File: config.mk
export PLATFORM = sky130hd
export DESIGN_NAME = video_out_scheduler
export DESIGN_NICKNAME = d
export VERILOG_FILES = /design/src/rtl/video_out_scheduler.sv
export SDC_FILE = /design/constraint.sdc
export NUM_CORES = 1
export LEC_CHECK = 0
export ABC_AREA = 1
export BUFFER_PORTS_ARGS = -buffer_cell sky130_fd_sc_hd__buf_2
export CAP_MARGIN = 20
export CORE_MARGIN = 2
export CORE_UTILIZATION = 30
export CTS_BUF_LIST = sky130_fd_sc_hd__clkbuf_4 sky130_fd_sc_hd__clkbuf_8
export CTS_CLUSTER_DIAMETER = 50
export CTS_CLUSTER_SIZE = 30
export DETAILED_ROUTE_END_ITERATION = 8
export GPL_ROUTABILITY_DRIVEN = 0
export GPL_TIMING_DRIVEN = 1
export SLEW_MARGIN = 20
export SYNTH_ARGS = -nofsm -noshare
export SYNTH_HDL_FRONTEND = slang
export SYNTH_SLANG_ARGS = --single-unit
File: constraint.sdc
create_clock -name system_clk -period 3.1 [get_ports system_clk]
set_input_delay 0.62 -clock system_clk [delete_from_list [all_inputs] [get_ports system_clk]]
set_output_delay 0.62 -clock system_clk [all_outputs]
set_load 0.02 [all_outputs]
File: src/rtl/video_out_scheduler.sv
// +--------------------------------------------------------------------------+
// | video_out_scheduler: walks a feature buffer row by row for one video     |
// | frame and forwards the read data to the stream output stage.             |
// | Revision: 1.0                                                            |
// +--------------------------------------------------------------------------+
`default_nettype none

module video_out_scheduler #(
  parameter int ADDR_W = 16,
  parameter int RD_LAT = 2
) (
  input  logic              system_clk,
  input  logic              rst,
  input  logic              start,
  input  logic [ADDR_W-1:0] base_addr,
  input  logic [9:0]        video_col_size,
  input  logic [9:0]        video_row_size,
  output logic              busy,
  output logic              done,
  output logic              video_output_req,
  output logic              rd_en,
  output logic [ADDR_W-1:0] rd_addr,
  input  logic [47:0]       rd_data,
  output logic              video_valid,
  output logic [47:0]       video_data,
  input  logic              video_ready
);

  typedef enum logic [2:0] {
    IDLE  = 3'd0,
    REQ   = 3'd1,
    READ  = 3'd2,
    DRAIN = 3'd3,
    DONE  = 3'd4
  } state_t;

  state_t              state_q, state_d;
  logic [ADDR_W-1:0]   base_q, base_d;
  logic [ADDR_W-1:0]   idx_q, idx_d;
  logic [9:0]          col_size_q, col_size_d;
  logic [9:0]          row_size_q, row_size_d;
  logic [9:0]          col_q, col_d;
  logic [9:0]          row_q, row_d;
  logic [RD_LAT-1:0]   vpipe_q, vpipe_d;
  logic                rd_en_w;
  logic                pending_w;

  always_comb begin
    state_d    = state_q;
    base_d     = base_q;
    idx_d      = idx_q;
    col_size_d = col_size_q;
    row_size_d = row_size_q;
    col_d      = col_q;
    row_d      = row_q;
    rd_en_w    = (state_q == READ) && video_ready;

    // The last stage is being presented this cycle, so it no longer counts
    // as pending; this lets DONE line up with the cycle after the final beat.
    pending_w = 1'b0;
    for (int i = 0; i < RD_LAT - 1; i++) begin
      pending_w = pending_w | vpipe_q[i];
    end

    vpipe_d    = '0;
    vpipe_d[0] = rd_en_w;
    for (int i = 1; i < RD_LAT; i++) begin
      vpipe_d[i] = vpipe_q[i-1];
    end

    case (state_q)
      IDLE: begin
        if (start) begin
          if ((video_col_size != 10'd0) && (video_row_size != 10'd0)) begin
            base_d     = base_addr;
            col_size_d = video_col_size;
            row_size_d = video_row_size;
            idx_d      = '0;
            col_d      = '0;
            row_d      = '0;
            state_d    = REQ;
          end else begin
            state_d    = DONE;
          end
        end
      end
      REQ: state_d = READ;
      READ: begin
        if (rd_en_w) begin
          idx_d = idx_q + ADDR_W'(1);
          if (col_q == col_size_q - 10'd1) begin
            col_d = '0;
            if (row_q == row_size_q - 10'd1) begin
              state_d = DRAIN;
            end else begin
              row_d = row_q + 10'd1;
            end
          end else begin
            col_d = col_q + 10'd1;
          end
        end
      end
      DRAIN: begin
        if (!pending_w) begin
          state_d = DONE;
        end
      end
      DONE:    state_d = IDLE;
      default: state_d = IDLE;
    endcase
  end

  always_ff @(posedge system_clk or posedge rst) begin
    if (rst) begin
      state_q    <= IDLE;
      base_q     <= '0;
      idx_q      <= '0;
      col_size_q <= '0;
      row_size_q <= '0;
      col_q      <= '0;
      row_q      <= '0;
      vpipe_q    <= '0;
    end else begin
      state_q    <= state_d;
      base_q     <= base_d;
      idx_q      <= idx_d;
      col_size_q <= col_size_d;
      row_size_q <= row_size_d;
      col_q      <= col_d;
      row_q      <= row_d;
      vpipe_q    <= vpipe_d;
    end
  end

  assign busy             = (state_q != IDLE);
  assign done             = (state_q == DONE);
  assign video_output_req = (state_q == REQ);
  assign rd_en            = rd_en_w;
  assign rd_addr          = rd_en_w ? (base_q + idx_q) : '0;
  assign video_valid      = vpipe_q[RD_LAT-1];
  assign video_data       = rd_data;

endmodule

`default_nettype wire

==> results.toml <==
[critical_path]
crit_type = "reg -> out"
worst_ep_required_time_ns = 2.48
critPathCaptureType = "output port"
worst-path-max-fanout = 5
cp.arrival_ns = 2.35
cp-start-kind = "flip-flop"

[logic_synthesis]
synth_cells = 796
ys_seq_area_share_pct = 34.3
synthTopCellsByCount = "nand2_1 (243), nor2_1 (83), dfrtp_1 (77)"
yosys.area.top_type = "dfrtp_1"
syn_area_per_cell_sq_um = 7.05
syn_area_sq_um = 5610
synth_area_leaders = "dfrtp_1 (34%), nand2_1 (16%), buf_4 (6.6%), nor2_1 (5.5%), inv_1 (4.7%)"
synthArstFlopShare_pct = 100
yosysWarnings = 0
synth-seq-cells = 77
synth_edf_count = 0
synth_top_area_share_pct = 34.3
yosys_most_used_dff = "dfrtp_1"
yosysMostFrequentCell = "nand2_1"
ys_types = 44
synth_fp_nets = 905

[clock_tree]
clk_pin_slew_ns = 0.08
clockBufferDepth = 2
clkSinkCount = 77
htreeDepth = 3
cts_buffers = 9
worstSkewPairLatency_ns = 0.37
ctsRootBufferMaster = "clkbuf_8"
tritoncts = "built"

[drt]
route.vias.total = 4895
antenna_left = 0
drt_iter0_drc = 271
dr.pass1.iters = 4
drt_drc_violations_left = 0
viasPerCell = 4.67
drt-wirelength-per-cell_microns = 12.8
wirelength_microns = 13500

[timing]
worstMarginPinSlew_ns = 0.648
finalHoldWorstSlack_ns = 0.315
slew_violations = 0
max-slew-margin-rel_pct = 56.8
fin_crit_ns = 2.97
setup_tns_ns = 0
layout_setup_ws_ns = 0.126
fin_skew_ns = 0.00981
max_clock_freq_ghz = 0.336
min_period_over_period_pct = 95.9
finalSetupViolCount = 0
rsz0062_at_grt = "true"
hold_viol_final = 0

[finish]
design_area_sq_um = 6050
diodes = 0
fill_cells = 2000
finalNetCount = 918
final_cell_count_no_fill = 1048
final_layout_size_suffix_gt1_share_pct = 15.2
postLayoutCoreUtil_pct = 32.7
areaGrowthSynthToFinish_pct = 7.80

[placement]
dp_hpwl_microns = 9910
placed_area_sq_um = 5780
io_buffers = 60
dp_slack_ns = 0.354
dp.cells = 1030

[outcome]
status = "completed"

[floorplanning]
num_rows = 50
die_y_microns = 141
start_util_pct = 30.3
die_x_microns = 141
core-area_sq_um = 18500
dieArea_sq_um = 19800
ios = 157

[global_route]
grt_max_degree = 54
grt_pass1_wl_microns = 22400
grt_usage_pct = 14.0
grt_pass1_vias = 4521
grt-ovfl-total = 0
antenna_found_initial = 0

[flow_run]
drv_cap = 0

[pwr]
cellLeakagePower_nw = 3.02
peakVddDrop_mv = 0.315
p_total_mw = 5.04
power.density_nw_per_um2 = 832

[hold_path]
hp-class = "in -> async"
## power by group
part | total (mW) | switching (mW) | internal [mW]
clock | 0.852 | 0.384 | 0.468
sequential | 1.75 | 0.388 | 1.36
combinational | 2.44 | 1.51 | 0.928
total | 5.04 | 2.28 | 2.76
## per-layer routing
metal,part of all wire (%),GRT usage [%]
met1,50,19.3
met2,46,22.1
met3,2.6,2.82
met4,1.4,4.53
met5,0,0
## cells in the final DEF (no fill, tap or decap), types with 15 or more instances in the layout
cell / n
a21oi_1: 22
buf_2: 59
dfrtp_1: 74
ha_1: 17
inv_1: 69
nand2_1: 243
nand3_1: 36
nand4_1: 24
nor2_1: 83
nor3_1: 16
o21ai_0: 40
xor2_1: 15
## state kept, by name, indices dropped and copies added, names as in the netlist
register,cells
col_size_q,10
row_q,10
row_size_q,10
vpipe_q,2
base_q,16
idx_q,16
col_q,10
state_q,3
## worst max-delay path, stage by stage (launching register included)
cell	delay [ns]
dfrtp_1	0.45
ha_1	0.36
a21oi_1	0.16
nand2_1	0.15
nand3_1	0.11
nand3_1	0.12
a21oi_1	0.19
xor2_1	0.24
nor2_1	0.06
buf_2	0.16
## logic make-up after synthesis
group | share of synthesized area, %
AND/OR/NAND/NOR | 33.5
adder cells (fa/ha/maj) | 4.81
AO/OA/AOI/OAI | 9.29
flip-flops | 34.3
multiplexers | 0.178
buffers and inverters | 13.8
XOR/XNOR | 4.06
## path summary, 6_finish.rpt
kind                                from             to  slack, ns  depth (start not counted)
hold reg to reg               vpipe_q[0]     vpipe_q[1]       0.39                          0
setup / recovery                idx_q[2]    rd_addr[15]       0.13                          9
hold / removal                       rst      idx_q[10]       0.32                          2
max in group asynchronous            rst  col_size_q[6]       2.13                          3
min in group system_clk       vpipe_q[0]     vpipe_q[1]       0.39                          0
setup reg to reg           row_size_q[0]       row_q[3]       0.84                         14
## timing repair
item | 4_1_cts | 5_1_grt
pin swaps | 0 | 2
setup buffers | 1 | 1
endpoints found under the setup margin | 1 | 4
resized for setup | 1 | 16
hold buffers | 0 | 0
## cell type report
cell class	instances	area (sq um)	share of cell area, %
clock buffer	11	139	2.29
clock inverter	5	75.1	1.24
inverter	76	292	4.82
multi-input combinational	577	2950	48.7
sequential	77	1930	31.9
tap	234	293	4.84
timing repair buffer	68	375	6.20
(Power assumes the default switching activity.)
